==> src/rtl/id_ex_latch_pkg.sv <==
// ---------------------------------------------------------------------------
// id_ex_latch_pkg
// Shared definitions for the ID/EX pipeline latch.
// Holds the default control word width and the bit position of each field
// inside the packed EX/MEM/WB control word carried from decode to execute.
// Control word layout (LSB first):
//   [0]   mem_read   - instruction is a load
//   [1]   reg_write  - instruction writes the register file
//   [2]   mem_write  - instruction is a store
//   [3]   alu_src    - ALU B operand comes from the immediate
//   [7:4] alu_op     - ALU operation selector
//   [8]   reg_dst    - destination is rd (1) or rt (0)
// ---------------------------------------------------------------------------
package id_ex_latch_pkg;

  localparam int NB_CTRL        = 9;

  localparam int CTRL_MEM_READ  = 0;
  localparam int CTRL_REG_WRITE = 1;
  localparam int CTRL_MEM_WRITE = 2;
  localparam int CTRL_ALU_SRC   = 3;
  localparam int CTRL_ALU_OP_LSB = 4;
  localparam int CTRL_ALU_OP_W  = 4;
  localparam int CTRL_REG_DST   = 8;

endpackage

==> src/rtl/id_ex_latch_hazard_detect.sv <==
// ---------------------------------------------------------------------------
// hazard_detect
// Combinational load-use hazard detector. A load sitting in EX whose target
// register is read by the instruction in ID forces a one-cycle stall.
// Register 0 is hard-wired to zero, so it never creates a dependency.
// Ports:
//   ex_valid     in   EX stage holds a real instruction
//   ex_mem_read  in   EX instruction is a load
//   ex_rt        in   load destination register in EX
//   id_rs/id_rt  in   source registers of the instruction in ID
//   stall        out  load-use stall request
// ---------------------------------------------------------------------------
module hazard_detect #(
  parameter int nb_reg = 5
) (
  input  logic              ex_valid,
  input  logic              ex_mem_read,
  input  logic [nb_reg-1:0] ex_rt,
  input  logic [nb_reg-1:0] id_rs,
  input  logic [nb_reg-1:0] id_rt,
  output logic              stall
);

  assign stall = ex_valid & ex_mem_read & (ex_rt != '0) &
                 ((ex_rt == id_rs) | (ex_rt == id_rt));

endmodule

==> src/rtl/id_ex_latch.sv <==
// ---------------------------------------------------------------------------
// id_ex_latch
// ID/EX pipeline register with load-use hazard detection and bubble insertion.
// On an enabled edge the decode outputs are captured for execute; when a
// load-use stall or a taken branch/jump flush is present, the control word and
// valid bit are cleared instead so EX receives a bubble. i_enable=0 freezes
// everything (debug single-step).
// Optional feature: define ID_EX_STALL_COUNT_EN to add a saturating 32-bit
// stall counter on port o_stall_count.
// Ports:
//   i_clk, i_rst_n                  clock, async active-low reset
//   i_enable, i_flush               advance enable, squash request
//   i_add_pc, i_dato1, i_dato2,
//   i_extend_sign                   decode data (len bits)
//   i_rs, i_rt, i_rd                register addresses (nb_reg bits)
//   i_ctrl                          packed control word (nb_ctrl bits)
//   o_*                             registered copies for execute
//   o_stall                         combinational stall to PC and IF/ID
//   o_valid                         EX holds a real instruction
//   o_stall_count                   stall counter (only with the macro)
// ---------------------------------------------------------------------------
module id_ex_latch
  import id_ex_latch_pkg::*;
#(
  parameter int len     = 32,
  parameter int nb_reg  = 5,
  parameter int nb_ctrl = NB_CTRL
) (
  input  logic               i_clk,
  input  logic               i_rst_n,
  input  logic               i_enable,
  input  logic               i_flush,
  input  logic [len-1:0]     i_add_pc,
  input  logic [len-1:0]     i_dato1,
  input  logic [len-1:0]     i_dato2,
  input  logic [len-1:0]     i_extend_sign,
  input  logic [nb_reg-1:0]  i_rs,
  input  logic [nb_reg-1:0]  i_rt,
  input  logic [nb_reg-1:0]  i_rd,
  input  logic [nb_ctrl-1:0] i_ctrl,
  output logic [len-1:0]     o_add_pc,
  output logic [len-1:0]     o_dato1,
  output logic [len-1:0]     o_dato2,
  output logic [len-1:0]     o_extend_sign,
  output logic [nb_reg-1:0]  o_rs,
  output logic [nb_reg-1:0]  o_rt,
  output logic [nb_reg-1:0]  o_rd,
  output logic [nb_ctrl-1:0] o_ctrl,
  output logic               o_stall,
`ifdef ID_EX_STALL_COUNT_EN
  output logic [31:0]        o_stall_count,
`endif
  output logic               o_valid
);

  logic bubble;

  hazard_detect #(.nb_reg(nb_reg)) u_hazard_detect (
    .ex_valid    (o_valid),
    .ex_mem_read (o_ctrl[CTRL_MEM_READ]),
    .ex_rt       (o_rt),
    .id_rs       (i_rs),
    .id_rt       (i_rt),
    .stall       (o_stall)
  );

  // A stall and a flush both resolve to the same single bubble; the bubble
  // clears o_valid, which in turn drops the stall on the following cycle.
  assign bubble = o_stall | i_flush;

  // Data and addresses always follow the inputs when enabled; in a bubble
  // they are meaningless because the control word and valid are zero.
  always_ff @(posedge i_clk or negedge i_rst_n) begin
    if (!i_rst_n) begin
      o_add_pc      <= '0;
      o_dato1       <= '0;
      o_dato2       <= '0;
      o_extend_sign <= '0;
      o_rs          <= '0;
      o_rt          <= '0;
      o_rd          <= '0;
      o_ctrl        <= '0;
      o_valid       <= 1'b0;
    end else if (i_enable) begin
      o_add_pc      <= i_add_pc;
      o_dato1       <= i_dato1;
      o_dato2       <= i_dato2;
      o_extend_sign <= i_extend_sign;
      o_rs          <= i_rs;
      o_rt          <= i_rt;
      o_rd          <= i_rd;
      o_ctrl        <= bubble ? '0 : i_ctrl;
      o_valid       <= ~bubble;
    end
  end

`ifdef ID_EX_STALL_COUNT_EN
  // Counts stall bubbles actually inserted; sticks at all-ones.
  always_ff @(posedge i_clk or negedge i_rst_n) begin
    if (!i_rst_n) begin
      o_stall_count <= '0;
    end else if (i_enable && o_stall && (o_stall_count != '1)) begin
      o_stall_count <= o_stall_count + 32'd1;
    end
  end
`endif

endmodule

==> config.mk <==
export PLATFORM = sky130hd
export DESIGN_NAME = id_ex_latch
export DESIGN_NICKNAME = d
export VERILOG_FILES = /design/src/rtl/id_ex_latch_pkg.sv /design/src/rtl/id_ex_latch_hazard_detect.sv /design/src/rtl/id_ex_latch.sv
export SDC_FILE = /design/constraint.sdc
export NUM_CORES = 1
export LEC_CHECK = 0
export CAP_MARGIN = 20
export CORE_AREA = 3 3 118 120
export DETAILED_ROUTE_END_ITERATION = 8
export DIE_AREA = 0 0 121 123
export DONT_BUFFER_PORTS = 1
export HOLD_SLACK_MARGIN = 0.03
export SYNTH_ARGS = -nofsm -noshare
export SYNTH_HDL_FRONTEND = slang
export SYNTH_HIERARCHICAL = 1
export SYNTH_SLANG_ARGS = --single-unit
==> constraint.sdc <==
create_clock -name i_clk -period 2.1 [get_ports i_clk]
set_input_delay 0.315 -clock i_clk [delete_from_list [all_inputs] [get_ports i_clk]]
set_output_delay 0.315 -clock i_clk [all_outputs]
set_load 0.01 [all_outputs]
# Yosys cells after proc, flatten, opt, wreduce, memory -nomap -nowiden

Index checks and enable logic that the tools add are counted.

RAM bits: 0
Memories: 0
Memory bits (read-only): 0
Logic and storage cells: 19
Bits in latches: 0
Flip-flop bits (word level): 153

Divide/modulo/power cells: 0
Multipliers: 0
Reductions and logical operators: 1
Order comparisons: 0
Eq/ne operators: 2
Shifts and indexed selects: 0
Bitwise logic cells: 6
Mux-type cells: 1
$add $sub $neg: 0

Operators by type and width:

| kind               | number |
|---|---|
| 5-bit == test      | 2 |
| 9-bit 2-to-1 mux   | 1 |
| 5-bit nonzero test | 1 |
| 1-bit AND          | 3 |
| 1-bit bitwise OR   | 2 |
| 1-bit inverter     | 1 |

# Longest topological paths before layout

Gate-level depths: netlist (run 1).

Depth in word-level cells: 5
Gate-level depth with buffers: 7

# By module

Netlist (run 1), hierarchy kept.

By module, submodules not included:

| module        | seq. area each (sq um) | area each (sq um) | times used | cells each |
|---|---|---|---|---|
| id_ex_latch   | 3828.7                 | 5962.0            | 1          | 345 |
| hazard_detect | 0.0                    | 132.6             | 1          | 17 |

# Worst setup path before layout (run 1)

No wires, ideal clock.

Path kind: register to register
From: register o_rt[3]
To: register o_valid
Path slack: 0.211 ns
Arrival: 1.809 ns
Cell stages (with the launch flop): 7
Setup time: 0.080 ns
Path buffers: 1
Cell sequence: dfrtp_1 > or4_1 > o211ai_2 > a21oi_1 > or2_2 > clkbuf_1 > mux2i_1

Cells in the longest elaborated chain, start to end: 5

Ends and longest elaborated chain:

| element                                             | RTL line                                                         | text |
|---|---|---|
| from (decl)                                         | id_ex_latch.sv:46                                                | `output logic [nb_reg-1:0] o_rt,` |
| from (signal assigned)                              | id_ex_latch.sv:90                                                | `o_rt <= i_rt;` |
| 5-bit == test or 5-bit nonzero test (tied branches) | id_ex_latch_hazard_detect.sv:25, id_ex_latch_hazard_detect.sv:24 |  |
| 1-bit bitwise OR or 1-bit AND (tied branches)       | id_ex_latch_hazard_detect.sv:25, id_ex_latch_hazard_detect.sv:24 |  |
| 1-bit AND *                                         | id_ex_latch_hazard_detect.sv:24                                  | `assign stall = ex_valid & ex_mem_read & (ex_rt != '0) &` |
| net o_stall                                         | id_ex_latch.sv:49                                                | `output logic o_stall,` |
| 1-bit bitwise OR *                                  | id_ex_latch.sv:69                                                | `assign bubble = o_stall \| i_flush;` |
| 1-bit inverter *                                    | id_ex_latch.sv:93                                                | `o_valid <= ~bubble;` |
| to (signal assigned)                                | id_ex_latch.sv:93                                                |  |
| to (decl)                                           | id_ex_latch.sv:53                                                | `output logic o_valid` |

Mark *: on every way through the listed nets, which the timed path passes. The rest lies on a longest branch.
A chain may end at the register's enable or synchronous reset.

# Worst setup path in the final report (run 1)

From: register o_rt[0]
To: output o_stall

Cells in the longest elaborated chain, start to end: 3

Ends and longest elaborated chain:

| element                                             | RTL line |
|---|---|
| 5-bit == test or 5-bit nonzero test (tied branches) | id_ex_latch_hazard_detect.sv:25, id_ex_latch_hazard_detect.sv:24 |
| 1-bit bitwise OR or 1-bit AND (tied branches)       | id_ex_latch_hazard_detect.sv:25, id_ex_latch_hazard_detect.sv:24 |
| 1-bit AND *                                         | id_ex_latch_hazard_detect.sv:24 |
| to (decl)                                           | id_ex_latch.sv:49 |

Mark *: on every way between the ends. The rest lies on a longest branch, timed or not.

==> impl_metrics.json, run 1 <==
{
  "outcome": "finished with violations",
  "violations": "hold timing",
  "grt_pass1_wl_um": 18820,
  "port_buffers": 0,
  "rows": 42,
  "cts_tree": "yes",
  "hold-worst-slack_ns": -0.3986,
  "grt_pass1_vias": 3188,
  "rsz0062_at_grt": "false",
  "p_per_area_nw_per_um2": 998.8,
  "grt_use_total": 0.1688,
  "path_clk_slew_ns": 0.06,
  "leakagePower_nw": 3.153,
  "root_buffer": "clkbuf_16",
  "maxSlewViolCount": 0,
  "synth_fa_ha_area_frac": 0,
  "clock-skew-final_ns": 0.007381,
  "synth_compound_area_frac": 0.01211,
  "drt_iter0_drc": 181,
  "wl_um": 13280,
  "gp_congestion": 0.7458,
  "p_sw_frac": 0.2323,
  "synth.area.top_cells": "dfrtp_1, mux2_2, mux2_4, buf_6, o22ai_1",
  "fill_cells": 1060,
  "final_common_cell": "dfrtp_1",
  "initial_utilization": 0.4658,
  "die_y_um": 123,
  "worstSkewPairLatency_ns": 0.40,
  "fmax_ghz": 0.5132,
  "fin_nets": 553,
  "drc_errors": 0,
  "grt_max_degree": 163,
  "routedWlPerCell_um": 22.66,
  "synthToLayoutAreaGrowth_pct": 16.42,
  "max_slew.worst_pin.slew_ns": 0.4411,
  "post_cts_buffers": 0,
  "mostFrequentLayoutCells": "dfrtp_1, mux2_2, mux2_4, dlygate4sd3_1, clkbuf_16",
  "finalSetupViolCount": 0,
  "syn-cell-area_um2": 6095,
  "vias": 3058,
  "cts.sinks": 153,
  "synth_top_area_frac": 0.6282,
  "die_w_um": 121,
  "worstPathRequired_ns": 1.78,
  "yosysWarnings": 6,
  "io-pin-count": 310,
  "slew-limit-headroom": 0.7060,
  "antenna_found_initial": 0,
  "htreeDepth": 4,
  "finalCritPeriodShare": 0.9278,
  "syn-instance-count": 362,
  "placed_cell_area_um2": 6180,
  "antenna_cells": 0,
  "fin_area_um2": 7096,
  "comb_power_share": 0.071,
  "pwr-share-seq": 0.512,
  "worstPathMaxFanout": 5,
  "clock_path_buffers": 2,
  "dieArea_um2": 14880,
  "synth_top_family_by_area": "multiplexers",
  "yosysSeqAreaShare": 0.6282,
  "critPathLaunchType": "register",
  "cp-end-kind": "primary output",
  "cts_buffers": 17,
  "synth-simple-area-share": 0.01109,
  "arrival_ns": 1.63,
  "ys_ff_latch": 153,
  "drive_gt1_frac": 0.4341,
  "yosysUniqueCellTypes": 18,
  "synth_xor_area_frac": 0.01437,
  "fin_crit_ns": 1.948,
  "p_sw_w": 0.001646,
  "peakVddDrop_mv": 0.5138,
  "synth_mux_area_frac": 0.3034,
  "grt_overflow": 0,
  "yosysTopAreaCell": "dfrtp_1",
  "avgSynthCellArea_um2": 16.84,
  "final_core_util": 0.5423,
  "first_pass_iters": 4,
  "postRouteAntennaNets": 0,
  "core_area_um2": 13090,
  "power_frac_clock": 0.417,
  "vias_per_cell": 5.218,
  "finalHoldViolCount": 153,
  "synth_nets": 518,
  "criticalPathCategory": "reg2out",
  "hold_path_class": "in2async",
  "dpl.hpwl_um": 8999,
  "tns_ns": 0,
  "p_int_w": 0.005441,
  "drv_cap": 0
}
cell families after synthesis:
family	after synthesis
buffers and inverters	29
AO/OA/AOI/OAI	11
AND/OR/NAND/NOR	15
flip-flops	153
multiplexers	144
XOR/XNOR	10
worst paths after layout:
check	slack, ns	from	depth (start not counted)	to
worst max-delay path	0.15	o_rt[0]	3	o_stall
worst min-delay path	-0.40	i_rst_n	0	o_dato1[4]
worst max register to register	0.21	o_rt[0]	5	o_ctrl[5]
worst min register to register	0.58	o_extend_sign[20]	1	o_extend_sign[20]
max in group asynchronous	2.34	i_rst_n	0	o_dato1[24]
min in group i_clk	0.05	i_extend_sign[0]	1	o_extend_sign[0]
synthesized netlist by cell type (all sizes together):
cell type	number
dfrtp	153
clkbuf	1
or2	1
mux2	143
o211ai	1
xnor2	4
or4	1
inv	10
nand3	2
xor2	6
mux2i	1
a21oi	1
nor3	2
buf	18
o22ai	9
nand2	9
metal layers:
metal	vias to the layer above	GRT usage	routed length, um	part of all wire
met3	16	0.09515	1671	0.13
met5	-	0	0	0
met4	0	0.08003	297	0.022
li1	1323	-	-	-
met2	206	0.2563	6396	0.48
met1	1513	0.1937	4915	0.37
cell type report:
class / instances / area, um2 / area share
clock buffers: 21 / 460.4 / 0.06489
clock inverters: 11 / 121.4 / 0.01710
inverters: 10 / 37.54 / 0.005290
multi-input cells: 180 / 2082 / 0.2934
flip-flops and latches: 153 / 3829 / 0.5396
well taps: 176 / 220.2 / 0.03104
repair buffers: 35 / 345.3 / 0.04867
registers in the layout (all words and copies together), names as in the netlist:
name           flops
o_dato2           32
o_dato1           32
o_add_pc          32
o_ctrl             9
o_rs               5
o_valid            1
o_rt               5
o_rd               5
o_extend_sign     32
stage by stage:
stage	setup WS (ns)	cells	hold slack [ns]	total power, W
after global placement	0.2551	521	0.02269	0.004120
final	0.1516	586	-0.3986	0.007087
after floorplan	0.2107	362	0.01941	0.004068
after CTS	0.07046	559	-0.4212	0.007132
after detailed placement	0.2031	521	0.02337	0.004135
after global routing	0.06648	586	-0.4336	0.007386
critical path, cell delays in order (launching register included):
cell	delay [ns]
dfrtp_1	0.46
or4_1	0.52
o211ai_2	0.17
a21oi_2	0.08
power by group through the flow:
stage	sequential, W	combinational [W]	clock, W
global route	0.00367	0.000542	0.00318
detailed placement	0.00368	0.000452	0
CTS	0.00364	0.000464	0.00303
global placement	0.00369	0.000435	0
finish	0.00363	0.000502	0.00296
floorplan	0.00359	0.000479	0
timing repair:
| item | CTS | global route |
|---|---|---|
| resized for setup | 0 | 1 |
| hold buffers | 6 | 27 |
| hold endpoints to repair | 159 | 180 |
| endpoints found under the setup margin | 0 | 1 |
(Power assumes the default switching activity.)
==> run 2, diff against run 1 <==
- SKIP_LAST_GASP: unset -> 1
==> results of run 2 <==
The final DEF is identical to that of run 1; final timing and power are the same.
